<file path="src/rtl/alu_issue_pkg.sv">
// Shared definitions for the ALU issue stage: MIPS opcode values, field positions
// and the writeback-destination decode that both the issue logic and the ALU use.
package alu_issue_pkg;

  localparam logic [5:0] OP_RTYPE = 6'h00;
  localparam logic [5:0] OP_BEQ   = 6'h04;
  localparam logic [5:0] OP_BNE   = 6'h05;
  localparam logic [5:0] OP_ADDI  = 6'h08;
  localparam logic [5:0] OP_ADDIU = 6'h09;
  localparam logic [5:0] OP_SLTI  = 6'h0A;
  localparam logic [5:0] OP_SLTIU = 6'h0B;
  localparam logic [5:0] OP_ANDI  = 6'h0C;
  localparam logic [5:0] OP_ORI   = 6'h0D;
  localparam logic [5:0] OP_XORI  = 6'h0E;
  localparam logic [5:0] OP_LW    = 6'h23;
  localparam logic [5:0] OP_SW    = 6'h2B;

  localparam int OP_MSB    = 31;
  localparam int OP_LSB    = 26;
  localparam int RS_MSB    = 25;
  localparam int RS_LSB    = 21;
  localparam int RT_MSB    = 20;
  localparam int RT_LSB    = 16;
  localparam int RD_MSB    = 15;
  localparam int RD_LSB    = 11;
  localparam int IMM_MSB   = 15;
  localparam int IMM_LSB   = 0;
  localparam int FUNCT_MSB = 5;
  localparam int FUNCT_LSB = 0;

  typedef struct packed {
    logic       en;
    logic [4:0] addr;
  } wb_t;

  // Destination register of an instruction; r0 targets are reported as no-write.
  function automatic wb_t wb_dest(input logic [31:0] inst);
    wb_t w;
    w.en   = 1'b0;
    w.addr = 5'd0;
    case (inst[OP_MSB:OP_LSB])
      OP_RTYPE: begin
        w.en   = 1'b1;
        w.addr = inst[RD_MSB:RD_LSB];
      end
      OP_ADDI, OP_ADDIU, OP_SLTI, OP_SLTIU, OP_ANDI, OP_ORI, OP_XORI: begin
        w.en   = 1'b1;
        w.addr = inst[RT_MSB:RT_LSB];
      end
      default: begin
        w.en   = 1'b0;
        w.addr = 5'd0;
      end
    endcase
    w.en = w.en & (w.addr != 5'd0);
    return w;
  endfunction

endpackage

</file>
<file path="src/rtl/alu_issue_fifo.sv">
// Synchronous FIFO with power-of-two depth; pointers carry one extra wrap bit
// so full and empty are distinguished without a separate occupancy counter.
module alu_issue_fifo #(
  parameter int DEPTH = 4,
  parameter int WIDTH = 32
) (
  input  logic             clk,
  input  logic             rst_n,
  input  logic             push,
  input  logic [WIDTH-1:0] din,
  input  logic             pop,
  output logic [WIDTH-1:0] dout,
  output logic             full,
  output logic             empty
);

  localparam int AW = $clog2(DEPTH);

  logic [AW:0]      wr_ptr_r;
  logic [AW:0]      rd_ptr_r;
  logic [WIDTH-1:0] mem_r [DEPTH];
  logic             do_push_s;
  logic             do_pop_s;

  assign empty     = (wr_ptr_r == rd_ptr_r);
  assign full      = (wr_ptr_r[AW] != rd_ptr_r[AW]) &&
                     (wr_ptr_r[AW-1:0] == rd_ptr_r[AW-1:0]);
  assign do_push_s = push & ~full;
  assign do_pop_s  = pop & ~empty;
  assign dout      = mem_r[rd_ptr_r[AW-1:0]];

  // Pointer state.
  always_ff @(posedge clk or negedge rst_n) begin
    if (!rst_n) begin
      wr_ptr_r <= '0;
      rd_ptr_r <= '0;
    end else begin
      if (do_push_s) wr_ptr_r <= wr_ptr_r + {{AW{1'b0}}, 1'b1};
      if (do_pop_s)  rd_ptr_r <= rd_ptr_r + {{AW{1'b0}}, 1'b1};
    end
  end

  // Storage; contents are qualified by the pointers so they need no reset.
  always_ff @(posedge clk) begin
    if (do_push_s) mem_r[wr_ptr_r[AW-1:0]] <= din;
  end

endmodule

</file>
<file path="src/rtl/alu_issue.sv">
// Instruction queue, register file and issue register feeding an external ALU;
// results are written back when the ALU accepts the issued instruction.
module alu_issue
  import alu_issue_pkg::*;
#(
  parameter int FIFO_DEPTH   = 4,
  parameter int RF_INIT_ZERO = 1
) (
  input  logic        clk,
  input  logic        rst_n,
  input  logic        in_valid,
  input  logic [31:0] in_inst,
  output logic        in_ready,
  output logic        issue_valid,
  output logic [31:0] issue_inst,
  output logic [31:0] issue_reg_a,
  output logic [31:0] issue_reg_b,
  input  logic        issue_ready,
  input  logic [31:0] alu_res,
  input  logic [2:0]  alu_flag,
  output logic [2:0]  last_flag,
  output logic [15:0] retire_count
);

  logic        fifo_full_s;
  logic        fifo_empty_s;
  logic [31:0] fifo_head_s;
  logic        push_s;
  logic        fire_s;
  logic        load_s;
  wb_t         wb_s;
  logic        wb_en_s;
  logic [4:0]  rs_s;
  logic [4:0]  rt_s;
  logic [31:0] op_a_s;
  logic [31:0] op_b_s;

  logic [31:0] rf_r [32];
  logic        issue_valid_r;
  logic [31:0] issue_inst_r;
  logic [31:0] issue_reg_a_r;
  logic [31:0] issue_reg_b_r;
  logic [2:0]  last_flag_r;
  logic [15:0] retire_count_r;

  assign in_ready     = ~fifo_full_s;
  assign push_s       = in_valid & ~fifo_full_s;
  assign fire_s       = issue_valid_r & issue_ready;
  assign load_s       = (~issue_valid_r | fire_s) & ~fifo_empty_s;
  assign wb_s         = wb_dest(issue_inst_r);
  assign wb_en_s      = fire_s & wb_s.en;
  assign rs_s         = fifo_head_s[RS_MSB:RS_LSB];
  assign rt_s         = fifo_head_s[RT_MSB:RT_LSB];

  assign issue_valid  = issue_valid_r;
  assign issue_inst   = issue_inst_r;
  assign issue_reg_a  = issue_reg_a_r;
  assign issue_reg_b  = issue_reg_b_r;
  assign last_flag    = last_flag_r;
  assign retire_count = retire_count_r;

  alu_issue_fifo #(
    .DEPTH (FIFO_DEPTH),
    .WIDTH (32)
  ) u_fifo (
    .clk   (clk),
    .rst_n (rst_n),
    .push  (push_s),
    .din   (in_inst),
    .pop   (load_s),
    .dout  (fifo_head_s),
    .full  (fifo_full_s),
    .empty (fifo_empty_s)
  );

  // Operand read with bypass: a result retiring this cycle overrides the stale file entry.
  always_comb begin
    op_a_s = 32'd0;
    op_b_s = 32'd0;
    if (rs_s == 5'd0) begin
      op_a_s = 32'd0;
    end else if (wb_en_s && (rs_s == wb_s.addr)) begin
      op_a_s = alu_res;
    end else begin
      op_a_s = rf_r[rs_s];
    end
    if (rt_s == 5'd0) begin
      op_b_s = 32'd0;
    end else if (wb_en_s && (rt_s == wb_s.addr)) begin
      op_b_s = alu_res;
    end else begin
      op_b_s = rf_r[rt_s];
    end
  end

  generate
    if (RF_INIT_ZERO != 0) begin : g_rf_rst
      // Register file, cleared on reset.
      always_ff @(posedge clk or negedge rst_n) begin
        if (!rst_n) begin
          for (int i = 0; i < 32; i++) rf_r[i] <= 32'd0;
        end else if (wb_en_s) begin
          rf_r[wb_s.addr] <= alu_res;
        end
      end
    end else begin : g_rf_norst
      // Register file without reset; r0 is never written and always reads as zero.
      always_ff @(posedge clk) begin
        if (wb_en_s) rf_r[wb_s.addr] <= alu_res;
      end
    end
  endgenerate

  // Issue register: refill from the queue head whenever the slot is free or retiring.
  always_ff @(posedge clk or negedge rst_n) begin
    if (!rst_n) begin
      issue_valid_r <= 1'b0;
      issue_inst_r  <= 32'd0;
      issue_reg_a_r <= 32'd0;
      issue_reg_b_r <= 32'd0;
    end else if (load_s) begin
      issue_valid_r <= 1'b1;
      issue_inst_r  <= fifo_head_s;
      issue_reg_a_r <= op_a_s;
      issue_reg_b_r <= op_b_s;
    end else if (fire_s) begin
      issue_valid_r <= 1'b0;
    end
  end

  // Retirement status.
  always_ff @(posedge clk or negedge rst_n) begin
    if (!rst_n) begin
      last_flag_r    <= 3'd0;
      retire_count_r <= 16'd0;
    end else if (fire_s) begin
      last_flag_r    <= alu_flag;
      retire_count_r <= retire_count_r + 16'd1;
    end
  end

endmodule

</file>
<file path="config.mk">
export PLATFORM = sky130hd
export DESIGN_NAME = alu_issue
export DESIGN_NICKNAME = d
export VERILOG_FILES = /design/src/rtl/alu_issue_pkg.sv /design/src/rtl/alu_issue_fifo.sv /design/src/rtl/alu_issue.sv
export SDC_FILE = /design/constraint.sdc
export NUM_CORES = 2
export LEC_CHECK = 0
export CORE_MARGIN = 2
export CORE_UTILIZATION = 40
export CTS_CLUSTER_DIAMETER = 50
export DETAILED_ROUTE_END_ITERATION = 6
export GPL_TIMING_DRIVEN = 0
export SLEW_MARGIN = 20
export SYNTH_ARGS = -nofsm -noshare
export SYNTH_HDL_FRONTEND = slang
export SYNTH_HIERARCHICAL = 1
export SYNTH_SLANG_ARGS = --single-unit
</file>
<file path="constraint.sdc">
create_clock -name clk -period 3.2 [get_ports clk]
set_clock_uncertainty 0.15 [all_clocks]
set_input_delay 0.48 -clock clk [delete_from_list [all_inputs] [get_ports clk]]
set_output_delay 0.48 -clock clk [all_outputs]
set_load 0.01 [all_outputs]
</file>
Word level (Yosys, flattened, before mapping). Memories as Yosys holds them, arrays and structs flattened. Index checks and enable logic that the tools add are counted.

Add/sub/neg operators: 3. Order comparisons: 4. Equality and inequality tests: 12. Muxes and demuxes: 18. Bitwise operators: 14. Reduce and logical (&&, ||, !) cells: 10.

Operators with widths (number): 1024-bit bitwise mux (1); 32-bit binary-select mux with 5-bit select (2); 32-bit two-way mux (9); 32-bit demux with 5-bit select (1); 6-bit by 4-bit equality test with 1-bit output (second input constant) (7); 6-bit >= comparator (second input constant) (3); 5-bit NOT with 6-bit output (3); 16-bit by 1-bit adder with 16-bit output (second input constant) (1); 6-bit one-hot mux with 2 select lines (1); 5-bit equality test (2); 5-bit logical NOT (2); 1-bit bitwise AND (7); 7-bit OR reduction (1); 3-bit by 1-bit adder with 3-bit output (second input constant) (2); 6-bit logical NOT (1); 6-bit by 1-bit less-than comparator with 1-bit output (second input constant) (1); 5-bit nonzero test (1); 1-bit logical AND (4); 1-bit two-way mux (4); 3-bit equality test (1); 1-bit NOT (3); 2-bit equality test (1); 2-bit nonzero test (1); 1-bit != test (1); 1-bit OR (1).

Register bits: 1146. Bits in writable memories: 128. Memories kept: 1.

Memory list: u_fifo.mem_r (words 4, width 32, read ports 1, clocked after Yosys merged registers in 0, write ports 1, line alu_issue_fifo.sv:21) `logic [WIDTH-1:0] mem_r [DEPTH];`.

Longest topological paths before layout.
Word-level depth: 9. Gate-level depth with buffers: 13. Depth with buffers taken out: 8.

Hierarchy. The synthesis kept the hierarchy.

By module, submodules not included: alu_issue (instances 1, cells an instance 4538, area an instance 59598.4 µm², sequential area each 28527.4 µm²); alu_issue_fifo (instances 1, cells an instance 219, area an instance 5138.7 µm², sequential area each 3993.8 µm²).

Least setup slack after synthesis. Ideal clock, no wire load.

Kind: reg2reg. From: register u_fifo.rd_ptr_r[0]. To: register issue_reg_a_r[29], in the netlist issue_reg_a[29]. Library setup time: 122 ps. Data arrival time: 3211 ps. Required time: 2928 ps. Slack: -282 ps. Cell stages (with the launch flop): 14. Period minus slack after synthesis: 3482 ps. Cell sequence: dfrtp_1 > buf_6 > buf_4 > mux4_2 > buf_2 > buf_2 > buf_2 > buf_2 > nor2_1 > clkbuf_1 > a21oi_1 > a31oi_1 > o2111ai_1 > a32o_1.

Word-level cells in the longest chain between the ends: 7. Elaborated cells between the ends (all ways): 13. Those cells by class: eq/ne: 2; mux: 5; bitwise: 3; reduce/logical: 2; memory: 1.

Ends and longest elaborated chain: start, declared (line alu_issue_fifo.sv:20) `logic [AW:0] rd_ptr_r;`; start signal, assigned (line alu_issue_fifo.sv:39) `if (do_pop_s) rd_ptr_r <= rd_ptr_r + {{AW{1'b0}}, 1'b1};`; memory 4 x 32 bit *; net fifo_head_s[21] (line alu_issue.sv:27) `logic [31:0] fifo_head_s;`; 5-bit NOT with 6-bit output (not written as such) (line alu_issue.sv:85) `op_a_s = rf_r[rs_s];`; 32-bit binary-select mux with 5-bit select (line alu_issue.sv:85); 32-bit two-way mux (not written as such) (2 in series) (line alu_issue.sv:85); 32-bit two-way mux (line alu_issue.sv:82) `end else if (wb_en_s && (rs_s == wb_s.addr)) begin`; 32-bit two-way mux * (line alu_issue.sv:80) `if (rs_s == 5'd0) begin`; end signal, assigned (line alu_issue.sv:124) `issue_reg_a_r <= op_a_s;`; end, declared (line alu_issue.sv:41) `logic [31:0] issue_reg_a_r;`.

Mark *: on every way through the listed nets, which the timed path passes. The rest lies on a longest branch. The select of a mux whose other input is x is not followed. A chain may end at the register's enable or synchronous reset.

Worst setup path after layout.
From: register u_fifo.rd_ptr_r[0]. To: register issue_reg_b_r[16], in the netlist issue_reg_b[16].

Word-level cells in the longest chain between the ends: 7. Elaborated cells between the ends (all ways): 13. Those cells by class: eq/ne: 2; mux: 5; bitwise: 3; reduce/logical: 2; memory: 1.

Ends and longest elaborated chain: memory 4 x 32 bit *; net fifo_head_s[16] (line alu_issue.sv:27); 5-bit NOT with 6-bit output (not written as such) (line alu_issue.sv:92) `op_b_s = rf_r[rt_s];`; 32-bit binary-select mux with 5-bit select (line alu_issue.sv:92); 32-bit two-way mux (not written as such) (2 in series) (line alu_issue.sv:92); 32-bit two-way mux (line alu_issue.sv:89) `end else if (wb_en_s && (rt_s == wb_s.addr)) begin`; 32-bit two-way mux * (line alu_issue.sv:87) `if (rt_s == 5'd0) begin`; end signal, assigned (line alu_issue.sv:125) `issue_reg_b_r <= op_b_s;`; end, declared (line alu_issue.sv:42) `logic [31:0] issue_reg_b_r;`.

Marks and branches as above.

==> impl_metrics.py <==
metrics = {
    "run_status": {
        "status": "finished with violations",
        "violations": "hold timing, setup timing",
    },
    "floorplan": {
        "core.rowCount": 147,
        "start_util_pct": 40.3,
        "die_w_um": 406,
        "chipHeight_um": 406,
        "ios": 188,
        "core-area_sq_um": 161000,
        "die-area_sq_um": 165000,
    },
    "setup_path": {
        "path_cells": "buf_6 > buf_6 > buf_6 > buf_12 > mux4_2 > buf_12 > buf_16 > buf_16 > mux4_2 > a22oi_2 > nand4_1 > mux2i_1 > o21ai_1",
        "cp_slowest_stage_delay_ns": 0.44,
        "start_kind": "register",
        "cp-end-kind": "register",
        "critical_path_required_ns": 3.75,
        "critPathArrivalTime_ns": 4.01,
        "cp_slowest_cell": "mux4_2",
        "cp_max_fo": 7,
        "critPathKind": "reg2reg",
        "cpMostUsedCell": "buf_6",
    },
    "clocking": {
        "tritoncts": "built",
        "htree_levels": 4,
        "worstSkewPairLatency_ns": 0.85,
        "cts_buffer_depth": 3,
        "path_clk_slew_ns": 0.06,
        "clock_sinks": 1274,
        "cts_buffers": 153,
        "root_buffer": "clkbuf_16",
    },
    "synthesis": {
        "synth_simple_gate_area_share_pct": 4.13,
        "syn_nets": 4834,
        "synth_compound_area_share_pct": 5.93,
        "synth_ff_type": "dfrtp_1",
        "ys_types": 68,
        "ys_ff_latch": 1274,
        "synth_cells": 4757,
        "ys_seq_area_share_pct": 50.2,
        "syn-mean-instance-area_sq_um": 13.6,
        "syn-cell-area_sq_um": 64700,
        "synth_edf_count": 128,
        "ys_warn_count": 6,
        "synth_top_family_by_area": "multiplexers",
        "synthXorXnorAreaFrac_pct": 0.387,
        "synth_fa_ha_area_share_pct": 0.116,
        "muxShareOfSynthArea_pct": 36.1,
        "async_flop_share_pct": 90.0,
    },
    "timing": {
        "period_minus_slack_ns": 3.45,
        "final.setup.tns_ns": -11.31,
        "fin_crit_sh_pct": 108,
        "tightest_slew_ns": 1.06,
        "max_freq_mhz": 290,
        "timing.hold.ws_ns": -0.693,
        "finalHoldViolations": 140,
        "fin_ws_ns": -0.254,
        "report.final.slew_viol_count": 0,
        "rsz0062_at_grt": "true",
        "relSlewSlack_pct": 29.5,
        "setup_viol": 84,
    },
    "pwr": {
        "power_switching_mw": 35.2,
        "total_power_mw": 82.3,
        "pwr-share-comb_pct": 52.6,
        "intPower_mw": 47.1,
        "pwr-share-clk_pct": 22.3,
        "p_leak_nw": 36.9,
        "vdd_drop_max_v": 0.000818,
        "p_sw_share_pct": 42.8,
        "p_per_area_nw_per_um2": 1020,
        "power_frac_seq_pct": 25.0,
    },
    "detailed_routing": {
        "drt-pass1-iter-count": 6,
        "routedWlPerCell_um": 36.2,
        "viasPerCell": 6.40,
        "postRouteAntennaNets": 0,
        "vias": 48300,
        "initialDrtViolationCount": 6676,
        "drcViolationCount": 0,
        "wirelength_um": 274000,
    },
    "finish": {
        "nets": 5344,
        "fin_util_pct": 50.5,
        "mostFrequentLayoutCells": "dfrtp_1, mux2_2, mux2i_1, mux4_2, nand2_1",
        "drive_gt1_share_pct": 44.2,
        "syn2layout_area_growth_pct": 25.2,
        "final_common_cell": "dfrtp_1",
        "final_area_sq_um": 81000,
    },
    "placement": {
        "dpl_cell_area_sq_um": 70100,
        "dp_hpwl_um": 178000,
        "dp_slack_ns": -2.33,
        "port_buffers": 187,
        "place_congestion": 0.992,
    },
    "global_routing": {
        "overflow": 0,
        "grt_usage_pct": 32.5,
        "first_global_vias": 47300,
        "antenna_found_initial": 9,
        "grt_pass1_wl_um": 371000,
        "grt_max_degree": 140,
    },
    "run": {
        "cap_violations": 0,
    },
    "worst_hold_path": {
        "hp-class": "in2async",
    },
}
-- kinds of logic after synthesis --
kind of cell | Yosys count
flops | 1274
mux | 1822
simple gates | 578
fa+ha+maj | 6
compound gates | 550
buf+inv | 501
xor+xnor | 26
-- cell usage after synthesis (61+ instances only) --
cell type	count	area share (%)
nor2_1	79	0.46
buf_2	85	0.66
clkbuf_1	312	1.8
edfxtp_1	128	5.9
a22oi_1	201	2.3
mux2i_1	361	5.6
dfrtp_1	1146	44
mux4_2	292	10
o21ai_0	61	0.47
mux2_2	1086	19
a21oi_1	84	0.65
nand2_1	273	1.6
o22ai_1	92	0.89
buf_1	82	0.48
mux2_1	83	1.4
nand3_1	88	0.68
-- routing by layer --
metal | routed length (um) | global-route usage, % | up-vias
met3 | 30800 | 10.4 | 841
met1 | 105000 | 42.1 | 25400
met5 | 66 | 0.297 | -
li1 | - | - | 19100
met4 | 19400 | 19.3 | 8
met2 | 118000 | 47.6 | 2980
-- power by group through the flow --
| stage | Clock, mW | Sequential (mW) | Combinational (mW) |
|---|---|---|---|
| global placement | 0 | 20.7 | 32.4 |
| global route | 19.1 | 20.8 | 43.5 |
| finish | 18.4 | 20.6 | 43.3 |
| CTS | 18.5 | 20.5 | 39.2 |
| floorplan | 0 | 20.4 | 17.5 |
| detailed placement | 0 | 20.7 | 33.2 |
-- timing repair --
action                                  4_1_cts  5_1_grt
pin swaps                                    63       81
resized for setup                           918      231
gates cloned                                 12       10
setup buffers                                70       70
endpoints found under the hold margin       140      140
endpoints found under the setup margin      999      855
-- stage by stage --
stage | std cells | hold slack, ns
after floorplan | 4757 | 0.0344
after global placement | 7104 | 0.307
after detailed placement | 7131 | 0.148
after CTS | 7474 | -0.721
after global routing | 7552 | -0.700
final | 7556 | -0.693
-- registers in the layout, summed over array words and instances (netlist names) --
signal           flops
rf_r              1024
u_fifo/mem_r       128
issue_inst          32
issue_reg_a         32
issue_reg_b         32
retire_count        16
last_flag            3
u_fifo/rd_ptr_r      3
u_fifo/wr_ptr_r      3
issue_valid          1
-- worst max-delay path, delay by kind of cell, from the launching register on --
family	cells	cell delay [ns]
AOI/OAI and AO/OA	2	0.31
and+or+nand+nor	1	0.32
DFF	1	0.40
muxes	3	1.12
buffers and inverters	7	0.99
-- path summary, 6_finish.rpt --
| kind | start | to | slack (ns) | cells past startpoint |
|---|---|---|---|---|
| worst max-delay path | u_fifo/rd_ptr_r[0] | issue_reg_b[16] | -0.25 | 13 |
| worst min-delay path | rst_n | issue_reg_b[11] | -0.69 | 1 |
| worst max register to register | u_fifo/rd_ptr_r[0] | issue_reg_b[16] | -0.25 | 13 |
| worst min register to register | issue_inst[1] | issue_inst[1] | 0.32 | 2 |
| max in group asynchronous | rst_n | rf_r[1016] | 0.69 | 6 |
| min in group clk | alu_flag[1] | last_flag[1] | 0.04 | 3 |
-- layout make-up --
cell class,count,area [sq um]
sequential,1274,32500
antenna,6,15.0
clock inverter,66,875
buffer,468,4490
tap,2160,2700
multi-input combinational,2983,31500
inverter,13,71.3
timing repair buffer,374,4450
fill,13600,79500
clock buffer,212,4400
(Power assumes the default switching activity.)
